`config.mk`:
```
export PLATFORM = sky130hd
export DESIGN_NAME = zx_keyboard_flat
export DESIGN_NICKNAME = d
export VERILOG_FILES = /design/src/rtl/zx_keyboard_pkg.sv /design/src/rtl/zx_keyboard_if.sv /design/src/rtl/zx_keyboard_ps2_rx.sv /design/src/rtl/zx_keyboard.sv /design/src/flat_wrapper.sv
export SDC_FILE = /design/constraint.sdc
export NUM_CORES = 1
export LEC_CHECK = 0
export BUFFER_PORTS_ARGS = -buffer_cell sky130_fd_sc_hd__buf_4
export CAP_MARGIN = 10
export CELL_PAD_IN_SITES_DETAIL_PLACEMENT = 0
export CELL_PAD_IN_SITES_GLOBAL_PLACEMENT = 1
export CORE_ASPECT_RATIO = 1.2
export CORE_MARGIN = 2
export CORE_UTILIZATION = 54
export CTS_BUF_LIST = sky130_fd_sc_hd__clkbuf_16
export CTS_CLUSTER_SIZE = 30
export DETAILED_ROUTE_END_ITERATION = 8
export PLACE_DENSITY_LB_ADDON = 0.1
export SYNTH_ARGS = -nofsm -noshare
export SYNTH_HDL_FRONTEND = slang
export SYNTH_SLANG_ARGS = --single-unit
export TNS_END_PERCENT = 10
```
`constraint.sdc`:
```
create_clock -name clk_sys -period 4.25 [get_ports clk_sys]
set_input_delay 0.85 -clock clk_sys [delete_from_list [all_inputs] [get_ports clk_sys]]
set_output_delay 0.85 -clock clk_sys [all_outputs]
set_load 0.005 [all_outputs]
```
`src/rtl/zx_keyboard_pkg.sv`:
```
// Shared types, special scan codes and the PS/2 set-2 to Spectrum matrix map.
// Optional feature macro: ZX_KBD_CURSOR_EN (E0-prefixed arrows -> CAPS SHIFT + 5/6/7/8).
package zx_kbd_pkg;

    typedef logic [2:0] row_t;
    typedef logic [2:0] col_t;

    localparam logic [7:0] SC_RELEASE = 8'hF0;
    localparam logic [7:0] SC_EXTEND  = 8'hE0;
    localparam logic [7:0] SC_F1      = 8'h05;
    localparam logic [7:0] SC_F11     = 8'h78;
    localparam logic [7:0] SC_F12     = 8'h07;
    localparam logic [7:0] SC_DEL     = 8'h71;
    localparam logic [7:0] SC_BKSP    = 8'h66;
    localparam logic [7:0] SC_CTRL    = 8'h14;
    localparam logic [7:0] SC_ALT     = 8'h11;

    typedef struct packed {
        logic hit;
        logic dual;
        row_t rowA;
        col_t colA;
        row_t rowB;
        col_t colB;
    } key_map_t;

    typedef struct packed {
        logic lctrl;
        logic rctrl;
        logic lalt;
        logic ralt;
        logic del;
        logic bksp;
        logic f1;
        logic f11;
        logic f12;
    } held_t;

    // Positions are written in octal as {row, column}, e.g. 6'o34 = row 3, column 4.
    function automatic key_map_t mapScanCode(input logic [7:0] code, input logic ext);
        key_map_t m;
        logic [5:0] posA;
        logic [5:0] posB;
        m = '0;
        posA = '0;
        posB = '0;
        m.hit = 1'b1;
        if (ext) begin
`ifdef ZX_KBD_CURSOR_EN
            m.dual = 1'b1;
            case (code)
                8'h6B:   posB = 6'o34;
                8'h72:   posB = 6'o44;
                8'h75:   posB = 6'o43;
                8'h74:   posB = 6'o42;
                default: m.hit = 1'b0;
            endcase
`else
            m.hit = 1'b0;
`endif
        end else begin
            case (code)
                8'h12: posA = 6'o00;  8'h1A: posA = 6'o01;  8'h22: posA = 6'o02;
                8'h21: posA = 6'o03;  8'h2A: posA = 6'o04;
                8'h1C: posA = 6'o10;  8'h1B: posA = 6'o11;  8'h23: posA = 6'o12;
                8'h2B: posA = 6'o13;  8'h34: posA = 6'o14;
                8'h15: posA = 6'o20;  8'h1D: posA = 6'o21;  8'h24: posA = 6'o22;
                8'h2D: posA = 6'o23;  8'h2C: posA = 6'o24;
                8'h16: posA = 6'o30;  8'h1E: posA = 6'o31;  8'h26: posA = 6'o32;
                8'h25: posA = 6'o33;  8'h2E: posA = 6'o34;
                8'h45: posA = 6'o40;  8'h46: posA = 6'o41;  8'h3E: posA = 6'o42;
                8'h3D: posA = 6'o43;  8'h36: posA = 6'o44;
                8'h4D: posA = 6'o50;  8'h44: posA = 6'o51;  8'h43: posA = 6'o52;
                8'h3C: posA = 6'o53;  8'h35: posA = 6'o54;
                8'h5A: posA = 6'o60;  8'h4B: posA = 6'o61;  8'h42: posA = 6'o62;
                8'h3B: posA = 6'o63;  8'h33: posA = 6'o64;
                8'h29: posA = 6'o70;  8'h59: posA = 6'o71;  8'h3A: posA = 6'o72;
                8'h31: posA = 6'o73;  8'h32: posA = 6'o74;
                SC_BKSP: begin
                    posA   = 6'o00;
                    posB   = 6'o40;
                    m.dual = 1'b1;
                end
                default: m.hit = 1'b0;
            endcase
        end
        m.rowA = posA[5:3];
        m.colA = posA[2:0];
        m.rowB = posB[5:3];
        m.colB = posB[2:0];
        return m;
    endfunction

endpackage

```
`src/rtl/zx_keyboard_if.sv`:
```
// Keyboard-side bundle: PS/2 lines in, CPU row select in, column data and hotkey levels out.
interface zx_keyboard_if;
    logic       ps2_kbd_clk;
    logic       ps2_kbd_data;
    logic [7:0] addr_hi;
    logic [4:0] key_data;
    logic       F1;
    logic       F11;
    logic       warm_reset;
    logic       cold_reset;
    logic       test_reset;

    modport master (
        output ps2_kbd_clk, ps2_kbd_data, addr_hi,
        input  key_data, F1, F11, warm_reset, cold_reset, test_reset
    );

    modport slave (
        input  ps2_kbd_clk, ps2_kbd_data, addr_hi,
        output key_data, F1, F11, warm_reset, cold_reset, test_reset
    );
endinterface

```
`src/rtl/zx_keyboard_ps2_rx.sv`:
```
// PS/2 receiver: synchronise, glitch-filter the clock, shift 11-bit frames, check and strobe bytes.
module ps2_rx #(
    parameter int FILTER_LEN = 8,
    parameter int TIMEOUT    = 28000
) (
    input  logic       clk_sys,
    input  logic       nRESET,
    input  logic       i_ps2Clk,
    input  logic       i_ps2Data,
    output logic [7:0] o_byte,
    output logic       o_valid
);
    localparam int FW = $clog2(FILTER_LEN + 1);
    localparam int TW = $clog2(TIMEOUT + 1);

    logic [1:0]    r_clkSync;
    logic [1:0]    r_dataSync;
    logic [FW-1:0] r_filtCnt;
    logic          r_filtClk;
    logic [9:0]    r_shift;
    logic [3:0]    r_bitCnt;
    logic [TW-1:0] r_toCnt;
    logic [7:0]    r_byte;
    logic          r_valid;

    logic          w_flip;
    logic          w_fall;
    logic [10:0]   w_frame;
    logic          w_frameOk;

    assign w_flip    = (r_clkSync[1] != r_filtClk) && (r_filtCnt == FW'(FILTER_LEN - 1));
    assign w_fall    = w_flip && r_filtClk;
    assign w_frame   = {r_dataSync[1], r_shift};
    assign w_frameOk = ~w_frame[0] & w_frame[10] & (^w_frame[9:1]);

    always_ff @(posedge clk_sys or negedge nRESET) begin
        if (!nRESET) begin
            r_clkSync  <= '0;
            r_dataSync <= '0;
            r_filtCnt  <= '0;
            r_filtClk  <= 1'b0;
        end else begin
            r_clkSync  <= {r_clkSync[0], i_ps2Clk};
            r_dataSync <= {r_dataSync[0], i_ps2Data};
            if (r_clkSync[1] == r_filtClk) begin
                r_filtCnt <= '0;
            end else if (w_flip) begin
                r_filtClk <= ~r_filtClk;
                r_filtCnt <= '0;
            end else begin
                r_filtCnt <= r_filtCnt + 1'b1;
            end
        end
    end

    // Bits arrive LSB first into the top of r_shift; the stop bit is checked straight off the pin.
    always_ff @(posedge clk_sys or negedge nRESET) begin
        if (!nRESET) begin
            r_shift  <= '0;
            r_bitCnt <= '0;
            r_toCnt  <= '0;
            r_byte   <= '0;
            r_valid  <= 1'b0;
        end else begin
            r_valid <= 1'b0;
            if (w_fall) begin
                r_toCnt <= '0;
                if (r_bitCnt == 4'd10) begin
                    r_bitCnt <= '0;
                    if (w_frameOk) begin
                        r_byte  <= w_frame[8:1];
                        r_valid <= 1'b1;
                    end
                end else begin
                    r_shift  <= w_frame[10:1];
                    r_bitCnt <= r_bitCnt + 4'd1;
                end
            end else if (r_bitCnt != 4'd0) begin
                if (r_toCnt == TW'(TIMEOUT - 1)) begin
                    r_bitCnt <= '0;
                    r_toCnt  <= '0;
                end else begin
                    r_toCnt <= r_toCnt + 1'b1;
                end
            end else begin
                r_toCnt <= '0;
            end
        end
    end

    assign o_byte  = r_byte;
    assign o_valid = r_valid;
endmodule

```
`src/rtl/zx_keyboard.sv`:
```
// PS/2 to ZX Spectrum keyboard matrix with hotkey and reset-combo outputs.
// Build option: define ZX_KBD_CURSOR_EN to map E0-prefixed arrows onto CAPS SHIFT + 5/6/7/8.
module zx_keyboard
    import zx_kbd_pkg::*;
#(
    parameter int FILTER_LEN = 8,
    parameter int TIMEOUT    = 28000
) (
    input  logic         clk_sys,
    input  logic         nRESET,
    zx_keyboard_if.slave bus
);
    logic [7:0]      w_rxByte;
    logic            w_rxValid;
    key_map_t        w_map;
    logic            w_isKey;
    logic            w_press;
    held_t           w_heldNext;
    logic            w_ctrl;
    logic            w_alt;
    logic [4:0]      w_colOr;

    logic            r_release;
    logic            r_extend;
    logic [7:0][4:0] r_matrix;
    held_t           r_held;
    logic            r_f1;
    logic            r_f11;
    logic            r_warm;
    logic            r_cold;
    logic            r_test;

    ps2_rx #(.FILTER_LEN(FILTER_LEN), .TIMEOUT(TIMEOUT)) u_rx (
        .clk_sys   (clk_sys),
        .nRESET    (nRESET),
        .i_ps2Clk  (bus.ps2_kbd_clk),
        .i_ps2Data (bus.ps2_kbd_data),
        .o_byte    (w_rxByte),
        .o_valid   (w_rxValid)
    );

    assign w_map   = mapScanCode(w_rxByte, r_extend);
    assign w_isKey = w_rxValid && (w_rxByte != SC_RELEASE) && (w_rxByte != SC_EXTEND);
    assign w_press = ~r_release;

    always_comb begin
        w_heldNext = r_held;
        if (w_isKey) begin
            case (w_rxByte)
                SC_CTRL: if (r_extend) w_heldNext.rctrl = w_press; else w_heldNext.lctrl = w_press;
                SC_ALT:  if (r_extend) w_heldNext.ralt  = w_press; else w_heldNext.lalt  = w_press;
                SC_DEL:  w_heldNext.del  = w_press;
                SC_BKSP: w_heldNext.bksp = w_press;
                SC_F1:   w_heldNext.f1   = w_press;
                SC_F11:  w_heldNext.f11  = w_press;
                SC_F12:  w_heldNext.f12  = w_press;
                default: ;
            endcase
        end
    end

    assign w_ctrl = w_heldNext.lctrl | w_heldNext.rctrl;
    assign w_alt  = w_heldNext.lalt  | w_heldNext.ralt;

    // Outputs are taken from the next-state flags so they move on the same edge as the flags.
    always_ff @(posedge clk_sys or negedge nRESET) begin
        if (!nRESET) begin
            r_release <= 1'b0;
            r_extend  <= 1'b0;
            r_matrix  <= '0;
            r_held    <= '0;
            r_f1      <= 1'b0;
            r_f11     <= 1'b0;
            r_warm    <= 1'b0;
            r_cold    <= 1'b0;
            r_test    <= 1'b0;
        end else begin
            r_held <= w_heldNext;
            r_f1   <= w_heldNext.f1;
            r_f11  <= w_heldNext.f11;
            r_warm <= w_ctrl & w_alt & w_heldNext.del;
            r_cold <= w_ctrl & w_alt & w_heldNext.bksp;
            r_test <= w_ctrl & w_alt & w_heldNext.f12;
            if (w_rxValid) begin
                if (w_rxByte == SC_RELEASE) begin
                    r_release <= 1'b1;
                end else if (w_rxByte == SC_EXTEND) begin
                    r_extend <= 1'b1;
                end else begin
                    r_release <= 1'b0;
                    r_extend  <= 1'b0;
                    if (w_map.hit) begin
                        r_matrix[w_map.rowA][w_map.colA] <= w_press;
                        if (w_map.dual)
                            r_matrix[w_map.rowB][w_map.colB] <= w_press;
                    end
                end
            end
        end
    end

    always_comb begin
        w_colOr = '0;
        for (int r = 0; r < 8; r++)
            if (!bus.addr_hi[r]) w_colOr = w_colOr | r_matrix[r];
    end

    assign bus.key_data   = ~w_colOr;
    assign bus.F1         = r_f1;
    assign bus.F11        = r_f11;
    assign bus.warm_reset = r_warm;
    assign bus.cold_reset = r_cold;
    assign bus.test_reset = r_test;
endmodule

```
`src/flat_wrapper.sv`:
```
// flat-port wrapper written by rule: the top's interface ports become plain ports
module zx_keyboard_flat import zx_kbd_pkg::*;
#(
    parameter int FILTER_LEN = 8,
    parameter int TIMEOUT    = 28000
)
  (clk_sys, nRESET, bus_ps2_kbd_clk, bus_ps2_kbd_data, bus_addr_hi, bus_key_data, bus_F1, bus_F11, bus_warm_reset, bus_cold_reset, bus_test_reset);
  zx_keyboard_if bus_i ();
  input  logic clk_sys;
  input  logic nRESET;
  input wire logic [$bits(bus_i.ps2_kbd_clk)-1:0] bus_ps2_kbd_clk;
  input wire logic [$bits(bus_i.ps2_kbd_data)-1:0] bus_ps2_kbd_data;
  input wire logic [$bits(bus_i.addr_hi)-1:0] bus_addr_hi;
  output wire logic [$bits(bus_i.key_data)-1:0] bus_key_data;
  output wire logic [$bits(bus_i.F1)-1:0] bus_F1;
  output wire logic [$bits(bus_i.F11)-1:0] bus_F11;
  output wire logic [$bits(bus_i.warm_reset)-1:0] bus_warm_reset;
  output wire logic [$bits(bus_i.cold_reset)-1:0] bus_cold_reset;
  output wire logic [$bits(bus_i.test_reset)-1:0] bus_test_reset;
  assign bus_i.ps2_kbd_clk = bus_ps2_kbd_clk;
  assign bus_i.ps2_kbd_data = bus_ps2_kbd_data;
  assign bus_i.addr_hi = bus_addr_hi;
  assign bus_key_data = bus_i.key_data;
  assign bus_F1 = bus_i.F1;
  assign bus_F11 = bus_i.F11;
  assign bus_warm_reset = bus_i.warm_reset;
  assign bus_cold_reset = bus_i.cold_reset;
  assign bus_test_reset = bus_i.test_reset;
  zx_keyboard #(.FILTER_LEN(FILTER_LEN), .TIMEOUT(TIMEOUT)) u_core (.clk_sys(clk_sys), .nRESET(nRESET), .bus(bus_i));
endmodule
```
==> flow_summary.yaml <==
timing:
  max_freq_mhz: 305.2
  finalHoldViolations: 0
  period_minus_slack_ns: 3.276
  tightest_slew_ns: 1.027
  finalSetupTns_ns: 0
  finClkSkew_ns: 0.01078
  finalMaxSlewViolations: 0
  rsz0062_at_grt: "false"
  setup_violations: 0
  timing.final.crit_share_pct: 77.09
  slew-limit-headroom_pct: 31.55
route:
  drt_wl_total_um: 12530
  vias: 4237
  drc: 0
  viasPerCell: 6.010
  routedWlPerCell_um: 17.78
  dr.pass1.iters: 4
  drt_iter0_markers: 223
  antenna_left: 0
placed_design:
  dp_hpwl_um: 8880
  dpl-instance-area_mm2: 0.006003
  gp_congestion: 0.8402
  port_buffers: 21
synth:
  yosys.area_share.simple_pct: 23.41
  ys_seq_area_share_pct: 43.30
  synth-edff-count: 0
  synthesis.nets: 585
  async_reset_ff_share_pct: 100.0
  ys_types: 82
  synth_top_family_by_area: "simple AND/OR/NAND/NOR gates"
  synth_top_area_cell: "dfrtp_1"
  synth-compound-area-share_pct: 11.34
  synthMuxAreaShare_pct: 10.38
  synth_area_leaders: "dfrtp_1, mux2i_1, mux2_2"
  yosysTopAreaCellShare_pct: 43.30
  ys_ff_latch: 101
  synth_flop_cell: "dfrtp_1"
  yosysWarnings: 0
  synth.most_common_cell: "dfrtp_1"
  syn_area_mm2: 0.005837
  synth-xor-area-share_pct: 3.751
  avgSynthCellArea_um2: 10.28
  yosys.area_share.adder_pct: 1.072
  yosys-top-cells-count: "dfrtp_1, inv_1, mux2i_1, nor2_1, nand2_1"
  synth_cells: 568
floorplan:
  io_pins: 22
  start_util_pct: 55.50
  core-area_mm2: 0.01052
  dieArea_mm2: 0.01166
  placementRows: 41
  die_w_um: 98.91
  die-height_um: 117.9
pwr:
  internal-power_w: 0.001471
  leakagePower_nw: 2.695
  ir_drop_v: 0.0001709
  power_switching_w: 0.0004365
  combPwrFrac_pct: 3.8
  switching_share_pct: 22.88
  pwr-share-seq_pct: 52.0
  power.density_mw_per_mm2: 302.4
  clock_power_share_pct: 44.2
clock_network:
  clkTransAtPathRegs_ns: 0.07
  cts.sinks: 101
  hold_buffers: 0
  clockBufferDepth: 2
  cts_tree: "built"
  cts_resized: 0
  cts_root_buffer: "clkbuf_16"
  worst_skew_pair.late_latency_ns: 0.35
  cts-buffers-inserted: 9
  postCtsSetupBuffers: 0
  cts_max_level: 3
global_routing:
  grt_overflow: 0
  grt_pass1_wl_um: 20960
  gr-max-usage-layer: "met2"
  grtUsageMet2_pct: 36.87
  antenna_found_initial: 0
  grt_pass1_vias: 4250
  use_met1_pct: 28.56
  use_met3_pct: 3.682
  grt_max_degree: 83
  grt_use_total_pct: 22.47
worst_setup_path:
  critPathArrivalTime_ns: 3.55
  cp_max_fo: 30
  critPathLaunch: "u_core.u_rx.o_byte[0]"
  cp-end-kind: "register"
  r2r_start: "u_core.u_rx.o_byte[0]"
  cp-start-kind: "register"
  rr_worst_depth: 7
  path_class: "register to register"
  ff2ff_setup_slack_ns: 0.97
  required_ns: 4.52
finish:
  syn_to_final_growth_pct: 8.081
  fillers: 916
  antenna_cells: 0
  drive_gt1_share_pct: 18.58
  stdcell_area_mm2: 0.006309
  nets: 588
min_path:
  hold_class: "register to register"
outcome:
  status: "complete, no violations"
job:
  max_cap_violations: 0
## cells in the final DEF (no fill, tap or decap), types with 8 or more instances in the layout
| cell type | synthesis | routed |
|---|---|---|
| a21oi_1 | 14 | 14 |
| buf_4 | 4 | 25 |
| clkbuf_16 | 0 | 9 |
| dfrtp_1 | 101 | 101 |
| inv_1 | 52 | 52 |
| mux2_2 | 20 | 20 |
| mux2i_1 | 38 | 38 |
| nand2_1 | 23 | 23 |
| nand3_1 | 21 | 21 |
| nand4_1 | 13 | 13 |
| nor2_1 | 38 | 38 |
| nor2b_1 | 10 | 10 |
| nor3_1 | 8 | 8 |
| nor3b_1 | 9 | 9 |
| nor4_1 | 9 | 9 |
| nor4_2 | 10 | 10 |
| o21ai_0 | 19 | 19 |
| o22ai_1 | 21 | 21 |
| xnor2_1 | 14 | 14 |
| xor2_1 | 11 | 11 |
## kinds of logic after synthesis
| logic type | Yosys count |
|---|---|
| flip-flops | 101 |
| adder cells (fa/ha/maj) | 5 |
| buffers and inverters | 87 |
| AND/OR/NAND/NOR | 204 |
| XOR/XNOR | 25 |
| AO/OA/AOI/OAI | 88 |
| multiplexers | 58 |
## worst max-delay path, stage by stage, from the launching register on
cell	delay, ns
dfrtp_1	0.91
nor4b_2	0.54
and2_4	0.25
nor2_1	0.08
nand4_1	0.47
nand3_1	0.39
nor3b_1	0.34
mux2i_1	0.22
## how the worst min path moves through the flow
stage	depth (start not counted)	to	start	slack [ns]
final	0	u_core.u_rx.r_clkSync[1]	u_core.u_rx.r_clkSync[0]	0.35
after CTS	0	u_core.u_rx.r_clkSync[1]	u_core.u_rx.r_clkSync[0]	0.35
after global routing	0	u_core.u_rx.r_clkSync[1]	u_core.u_rx.r_clkSync[0]	0.35
after global placement	0	u_core.u_rx.r_clkSync[1]	u_core.u_rx.r_clkSync[0]	0.33
after floorplan	0	u_core.u_rx.r_clkSync[1]	u_core.u_rx.r_clkSync[0]	0.33
after detailed placement	0	u_core.u_rx.r_clkSync[1]	u_core.u_rx.r_clkSync[0]	0.34
## final cells by class
type	instances	area (µm²)	area share [%]
clock inverter	7	80.08	1.269
multi-input combinational	380	2924	46.35
sequential	101	2527	40.06
clock buffer	9	225.2	3.570
inverter	54	202.7	3.213
tap	129	161.4	2.559
timing repair buffer	25	187.7	2.975
## routing by layer
layer / vias up / wire (µm)
met3: 38 / 484
met2: 92 / 6190
li1: 2047 / -
met5: - / 0
met4: 0 / 447
met1: 2060 / 5409
## stage by stage
step	std cells	total power, W	hold slack (ns)	worst slack [ns]	utilization (%)
after floorplan	568	0.001039	0.3312	1.916	-
after global placement	689	0.001080	0.3341	1.069	57.09
after detailed placement	689	0.001085	0.3370	0.9902	57.09
after CTS	705	0.001926	0.3472	0.9787	59.99
after global routing	705	0.001983	0.3505	0.6212	59.99
final	705	0.001908	0.3450	0.9736	59.99
## power groups by stage
stage	Combinational [W]	Clock [W]	Sequential, W
5_1_grt	0.0000830	0.000905	0.000995
3_3_place_gp	0.0000711	0	0.00101
3_5_place_dp	0.0000748	0	0.00101
6_report	0.0000733	0.000842	0.000992
4_1_cts	0.0000757	0.000859	0.000992
2_1_floorplan	0.0000316	0	0.00101
Note: power is estimated with default switching activity, not from simulation.
